File: src/rtl/lsu_pkg.sv
// Shared state type, Funct3 width encodings and access-check helpers for the load/store unit.
package lsu_pkg;

    typedef enum logic [1:0] {
        StIdle,
        StBusy,
        StDone
    } lsu_state_e;

    localparam logic [2:0] Funct3Lb  = 3'b000;
    localparam logic [2:0] Funct3Lh  = 3'b001;
    localparam logic [2:0] Funct3Lw  = 3'b010;
    localparam logic [2:0] Funct3Lbu = 3'b100;
    localparam logic [2:0] Funct3Lhu = 3'b101;
    localparam logic [2:0] Funct3Sb  = 3'b000;
    localparam logic [2:0] Funct3Sh  = 3'b001;
    localparam logic [2:0] Funct3Sw  = 3'b010;

    // Funct3[1:0] carries the access size for every legal encoding.
    localparam logic [1:0] SizeByte = 2'b00;
    localparam logic [1:0] SizeHalf = 2'b01;

    localparam int unsigned DefaultTimeout = 255;

    function automatic logic access_legal(input logic       is_load,
                                          input logic [2:0] funct3,
                                          input logic [1:0] addr_lo);
        logic ok;
        ok = 1'b0;
        if (is_load) begin
            case (funct3)
                Funct3Lb, Funct3Lbu: ok = 1'b1;
                Funct3Lh, Funct3Lhu: ok = ~addr_lo[0];
                Funct3Lw:            ok = (addr_lo == 2'b00);
                default:             ok = 1'b0;
            endcase
        end else begin
            case (funct3)
                Funct3Sb: ok = 1'b1;
                Funct3Sh: ok = ~addr_lo[0];
                Funct3Sw: ok = (addr_lo == 2'b00);
                default:  ok = 1'b0;
            endcase
        end
        return ok;
    endfunction

    function automatic logic [3:0] byte_enable(input logic [1:0] size,
                                               input logic [1:0] addr_lo);
        logic [3:0] be;
        case (size)
            SizeByte: be = 4'b0001 << addr_lo;
            SizeHalf: be = 4'b0011 << addr_lo;
            default:  be = 4'b1111;
        endcase
        return be;
    endfunction

endpackage

File: src/rtl/load_extend.sv
// Selects the addressed byte/halfword lane of a read word and sign- or zero-extends it.
module load_extend
    import lsu_pkg::*;
#(
    parameter int unsigned DATAWIDTH = 32
) (
    input  logic [DATAWIDTH-1:0] i_word,
    input  logic [1:0]           i_addr_lo,
    input  logic [2:0]           i_funct3,
    output logic [DATAWIDTH-1:0] o_data
);

    logic [7:0]  w_byte;
    logic [15:0] w_half;

    assign w_byte = i_word[{i_addr_lo, 3'b000} +: 8];
    assign w_half = i_word[{i_addr_lo[1], 4'b0000} +: 16];

    always_comb begin
        o_data = i_word;
        case (i_funct3)
            Funct3Lb:  o_data = {{(DATAWIDTH - 8){w_byte[7]}}, w_byte};
            Funct3Lh:  o_data = {{(DATAWIDTH - 16){w_half[15]}}, w_half};
            Funct3Lbu: o_data = {{(DATAWIDTH - 8){1'b0}}, w_byte};
            Funct3Lhu: o_data = {{(DATAWIDTH - 16){1'b0}}, w_half};
            default:   o_data = i_word;
        endcase
    end

endmodule

File: src/rtl/load_store_unit.sv
// Single-outstanding load/store unit: alignment check, lane steering, memory handshake
// with a wait-cycle timeout.
module load_store_unit
    import lsu_pkg::*;
#(
    parameter int unsigned DATAWIDTH = 32,
    parameter int unsigned TIMEOUT   = DefaultTimeout
) (
    input  logic                 clk,
    input  logic                 rst_n,
    input  logic                 Valid_i,
    input  logic                 MemRead_i,
    input  logic                 MemWrite_i,
    input  logic [2:0]           Funct3_i,
    input  logic [DATAWIDTH-1:0] Addr_i,
    input  logic [DATAWIDTH-1:0] WriteData_i,
    output logic                 Ready_o,
    output logic                 Done_o,
    output logic [DATAWIDTH-1:0] ReadData_o,
    output logic                 Misaligned_o,
    output logic                 AccessFault_o,
    output logic                 MemReq_o,
    output logic                 MemWe_o,
    output logic [DATAWIDTH-1:0] MemAddr_o,
    output logic [3:0]           MemByteEn_o,
    output logic [DATAWIDTH-1:0] MemWData_o,
    input  logic                 MemAck_i,
    input  logic [DATAWIDTH-1:0] MemRData_i
);

    // Last BUSY cycle that may still wait; the counter reaches TIMEOUT as the unit leaves.
    localparam logic [7:0] TimeoutLast = 8'(TIMEOUT - 1);

    lsu_state_e r_state, w_state_d;

    logic                 r_we;
    logic [2:0]           r_funct3;
    logic [1:0]           r_addr_lo;
    logic [DATAWIDTH-1:0] r_addr;
    logic [DATAWIDTH-1:0] r_wdata;
    logic [3:0]           r_byte_en;
    logic [DATAWIDTH-1:0] r_rdata;
    logic [7:0]           r_wait_cnt;
    logic                 r_misaligned;
    logic                 r_fault;

    logic                 w_accept;
    logic                 w_legal;
    logic                 w_start;
    logic                 w_busy;
    logic                 w_timeout;
    logic [DATAWIDTH-1:0] w_store_data;
    logic [DATAWIDTH-1:0] w_load_data;

    assign w_busy    = (r_state == StBusy);
    assign w_accept  = (r_state == StIdle) && Valid_i && (MemRead_i ^ MemWrite_i);
    assign w_legal   = access_legal(MemRead_i, Funct3_i, Addr_i[1:0]);
    assign w_start   = w_accept && w_legal;
    assign w_timeout = w_busy && !MemAck_i && (r_wait_cnt == TimeoutLast);

    always_comb begin
        w_store_data = WriteData_i;
        case (Funct3_i[1:0])
            SizeByte: w_store_data = {(DATAWIDTH / 8){WriteData_i[7:0]}};
            SizeHalf: w_store_data = {(DATAWIDTH / 16){WriteData_i[15:0]}};
            default:  w_store_data = WriteData_i;
        endcase
    end

    always_comb begin
        w_state_d = r_state;
        unique case (r_state)
            StIdle: if (w_start) w_state_d = StBusy;
            StBusy: begin
                if (MemAck_i) begin
                    w_state_d = StDone;
                end else if (w_timeout) begin
                    w_state_d = StIdle;
                end
            end
            StDone:  w_state_d = StIdle;
            default: w_state_d = StIdle;
        endcase
    end

    load_extend #(
        .DATAWIDTH (DATAWIDTH)
    ) u_load_extend (
        .i_word    (MemRData_i),
        .i_addr_lo (r_addr_lo),
        .i_funct3  (r_funct3),
        .o_data    (w_load_data)
    );

    always_ff @(posedge clk or negedge rst_n) begin
        if (!rst_n) begin
            r_state      <= StIdle;
            r_we         <= 1'b0;
            r_funct3     <= 3'b000;
            r_addr_lo    <= 2'b00;
            r_addr       <= '0;
            r_wdata      <= '0;
            r_byte_en    <= 4'b0000;
            r_rdata      <= '0;
            r_wait_cnt   <= 8'd0;
            r_misaligned <= 1'b0;
            r_fault      <= 1'b0;
        end else begin
            r_state      <= w_state_d;
            r_misaligned <= w_accept && !w_legal;
            r_fault      <= w_timeout;
            if (w_start) begin
                r_we       <= MemWrite_i;
                r_funct3   <= Funct3_i;
                r_addr_lo  <= Addr_i[1:0];
                r_addr     <= {Addr_i[DATAWIDTH-1:2], 2'b00};
                r_wdata    <= w_store_data;
                r_byte_en  <= byte_enable(Funct3_i[1:0], Addr_i[1:0]);
                r_wait_cnt <= 8'd0;
            end else if (w_busy && !MemAck_i) begin
                r_wait_cnt <= r_wait_cnt + 8'd1;
            end
            if (w_busy && MemAck_i) begin
                r_rdata <= r_we ? '0 : w_load_data;
            end
        end
    end

    assign Ready_o       = (r_state == StIdle);
    assign Done_o        = (r_state == StDone);
    assign ReadData_o    = r_rdata;
    assign Misaligned_o  = r_misaligned;
    assign AccessFault_o = r_fault;
    assign MemReq_o      = w_busy;
    assign MemWe_o       = w_busy && r_we;
    assign MemAddr_o     = r_addr;
    assign MemByteEn_o   = r_byte_en;
    assign MemWData_o    = r_wdata;

endmodule

File: config.mk
export PLATFORM = sky130hd
export DESIGN_NAME = load_store_unit
export DESIGN_NICKNAME = d
export VERILOG_FILES = /design/src/rtl/lsu_pkg.sv /design/src/rtl/load_extend.sv /design/src/rtl/load_store_unit.sv
export SDC_FILE = /design/constraint.sdc
export NUM_CORES = 1
export LEC_CHECK = 0
export CAP_MARGIN = 15
export CORE_UTILIZATION = 47
export DETAILED_ROUTE_END_ITERATION = 10
export PLACE_DENSITY = 0.91
export SLEW_MARGIN = 20
export SYNTH_ARGS = -nofsm -noshare
export SYNTH_HDL_FRONTEND = slang
export SYNTH_SLANG_ARGS = --single-unit
File: constraint.sdc
create_clock -name clk -period 4.5 [get_ports clk]
set_clock_uncertainty 0.15 [all_clocks]
set_input_delay 0.9 -clock clk [delete_from_list [all_inputs] [get_ports clk]]
set_output_delay 0.9 -clock clk [all_outputs]
set_load 0.05 [all_outputs]
==> flow_metrics.tcl <==
set metrics [dict create \
    postCtsSetupRepairBufs 0 \
    cp_slowest_cell "clkdlybuf4s50_1" \
    fin_crit_sh_pct 70.0 \
    swShare_pct 42.8 \
    cts_root_buffer "clkbuf_16" \
    num_io_pins 211 \
    setup_viol 0 \
    grt_util_all_layers_pct 26.7 \
    max-slew-margin-rel_pct 34.9 \
    portBuffers 208 \
    wl_per_cell_um 19.2 \
    antenna_found_initial 0 \
    regArea_um2 2900 \
    power.share.sequential_pct 29.2 \
    antennaDiodeCount 0 \
    worstPathArrival_ns 2.10 \
    wl_mm 15.1 \
    p_int_mw 3.35 \
    pwr-share-clk_pct 23.0 \
    synth_ff_type "dfrtp_1" \
    p_comb_share_pct 47.8 \
    drt_iter0_markers 250 \
    vias 4349 \
    worstPathCellList "nor2b_1, and2_1, clkdlybuf4s50_1" \
    drive_gt1_share_pct 21.7 \
    yosysWarnings 0 \
    die-area_um2 11800 \
    synth-async-reset-ratio_pct 100 \
    yosysSeqAreaShare_pct 54.5 \
    rsz0062_at_grt "false" \
    rows 38 \
    start_util_pct 48.7 \
    min_path_type "reg2reg" \
    synth_common_cells "dfrtp_1 (116), mux2_2 (89), nand2_1 (44), nor2_1 (20), o21ai_0 (18)" \
    max_cap_viol_count 0 \
    multiInputGateArea_um2 2280 \
    syn_to_final_growth_pct 52.2 \
    cpLargestDelayFamily "buffers and inverters" \
    clockBufferDepth 2 \
    cts_tree "built" \
    status "completed" \
    clkLatencyLatePin_ns 0.41 \
    power.leakage_nw 3.42 \
    switchingPower_mw 2.51 \
    peakVddDrop_uv 444 \
    fin_tns_setup_ns 0 \
    max_freq_mhz 318 \
    ys_ff_latch 116 \
    cp.required_ns 3.45 \
    crit_fanout 5 \
    dieWidth_um 108 \
    ctsHoldBuffers 0 \
    avgViaCountPerCell 5.51 \
    grt_max_degree 89 \
    ys_types 45 \
    numCtsBuffers 17 \
    grt_pass1_wl_mm 23.5 \
    synth.area.top_cells "dfrtp_1 (55%), mux2_2 (19%), nand2_1 (3.1%)" \
    place_hpwl_mm 10.4 \
    worstMarginPinSlew_ns 0.976 \
    yosysTopAreaCell "dfrtp_1" \
    slowest_delay_ns 0.79 \
    critPathKind "reg2out" \
    cts_num_sinks 116 \
    fillers 720 \
    final_core_util_pct 74.1 \
    core_um2 10900 \
    grt_pass1_vias 4608 \
    grt_overflow 0 \
    die_h_um 108 \
    final_antenna_net_count 0 \
    yosysMostFrequentCell "dfrtp_1" \
    first_pass_iters 5 \
    h-tree-depth 4 \
    startpoint_type "flop" \
    path_clk_slew_ns 0.05 \
    syn_area_um2 5320 \
    avgSynthCellArea_um2 12.3 \
    critPathBufInv 1 \
    fin_crit_ns 3.15 \
    cts-resized-gates 0 \
    synth-edff-count 0 \
    route.detailed.drc 0 \
    maxSlewViolCount 0 \
    synth.top_cell.area_share_pct 54.5 \
    layout.nets 743 \
    netlist_instances 432 \
    finalHoldViolCount 0 \
    cp-end-kind "primary output" \
    gp_congestion 0.784 \
    p_per_area_nw_per_um2 724 \
]
## worst paths after layout
check / startpoint / end / slack (ns) / cells past startpoint
max in group asynchronous: rst_n / MemWData_o[30] / 2.87 / 2
worst min-delay path: ReadData_o[12] / ReadData_o[12] / 0.31 / 2
worst min register to register: ReadData_o[12] / ReadData_o[12] / 0.31 / 2
worst max register to register: r_funct3[0] / ReadData_o[25] / 1.85 / 4
min in group asynchronous: rst_n / ReadData_o[3] / 0.41 / 1
worst max-delay path: r_state[0] / MemWe_o / 1.35 / 3
## layout make-up
| cell class | instances | area share [%] |
|---|---|---|
| flip-flops and latches | 116 | 35.8 |
| multi-input cells | 283 | 28.1 |
| repair buffers | 212 | 26.2 |
| clock buffers | 21 | 5.69 |
| well taps | 140 | 2.16 |
| clock inverters | 11 | 1.64 |
| inverters | 6 | 0.278 |
## cell families (layout without fill, tap and decap cells)
kind of cell | after synthesis | in the layout | synth area share, %
buf+inv | 34 | 250 | 2.92
other cells | 1 | 2 | 0.0705
fa+ha+maj | 2 | 2 | 0.470
flops | 116 | 116 | 54.5
compound gates | 66 | 66 | 9.85
xor+xnor | 6 | 6 | 0.988
simple gates | 102 | 102 | 9.08
mux | 105 | 105 | 22.1
## state kept, by name, indices dropped and copies added (netlist names)
signal,count
Misaligned_o,1
r_funct3,3
r_we,1
MemByteEn_o,4
r_wait_cnt,8
r_addr_lo,2
AccessFault_o,1
MemWData_o,32
MemAddr_o,30
ReadData_o,32
r_state,2
## layer usage
| layer | wire [um] | track usage (%) |
|---|---|---|
| met3 | 1500 | 11.7 |
| met5 | 0 | 0 |
| met1 | 5790 | 31.4 |
| met4 | 232 | 8.88 |
| met2 | 7610 | 43.7 |
## placed cells by master, fill, tap and decap left out, types with 2 or more instances in the layout
| cell type | Yosys | final |
|---|---|---|
| buf_4 | 2 | 3 |
| clkinv_2 | 0 | 7 |
| a22o_1 | 2 | 2 |
| nor3b_1 | 2 | 2 |
| clkbuf_1 | 12 | 2 |
| xor2_1 | 4 | 4 |
| o221ai_1 | 7 | 7 |
| clkbuf_16 | 0 | 17 |
| nand4_1 | 3 | 3 |
| mux2_2 | 89 | 89 |
| a221o_2 | 10 | 10 |
| nor3_1 | 4 | 4 |
| nor2_1 | 20 | 19 |
| a221o_1 | 6 | 6 |
| dfrtp_1 | 116 | 116 |
| conb_1 | 1 | 2 |
| ha_1 | 2 | 2 |
| a21oi_1 | 7 | 7 |
| clkdlybuf4s50_1 | 0 | 207 |
| o211ai_1 | 7 | 7 |
| bufinv_16 | 0 | 3 |
| o21ai_0 | 18 | 18 |
| mux2i_1 | 15 | 15 |
| nand2b_1 | 6 | 6 |
| nor2b_1 | 10 | 9 |
| clkbuf_8 | 0 | 2 |
| nand3_1 | 4 | 4 |
| o21bai_1 | 2 | 2 |
| or3b_1 | 2 | 2 |
| xnor2_1 | 2 | 2 |
| inv_1 | 5 | 5 |
| nand2_1 | 44 | 43 |
| nand3b_1 | 2 | 2 |
## power by group through the flow
stage          logic (mW)  clock network (mW)  registers, mW
2_1_floorplan       0.585                   0           2.89
3_3_place_gp         2.75                   0           1.69
3_5_place_dp         2.80                   0           1.71
4_1_cts              2.82                1.37           1.71
5_1_grt              2.92                1.43           1.76
6_report             2.81                1.35           1.71
## tightest hold or removal path, cell delays in order, from the launching register on
cell and delay (ns):
dfrtp_1 0.34, nand2_1 0.05, nand2_1 0.04
## per-stage QoR
step                      area, um2  hold slack (ns)  instances  setup WS (ns)  total power, mW
final                          8100            0.313        789           1.35             5.87
after global routing           8100            0.360        789           1.27             6.10
after CTS                      8090            0.321        789           1.37             5.90
after detailed placement       7500            0.310        757           1.05             4.51
after global placement         7500            0.305        757           1.08             4.44
after floorplan                5330            0.351        433           1.70             3.48
No activity file was read; power rests on OpenSTA's default activity.
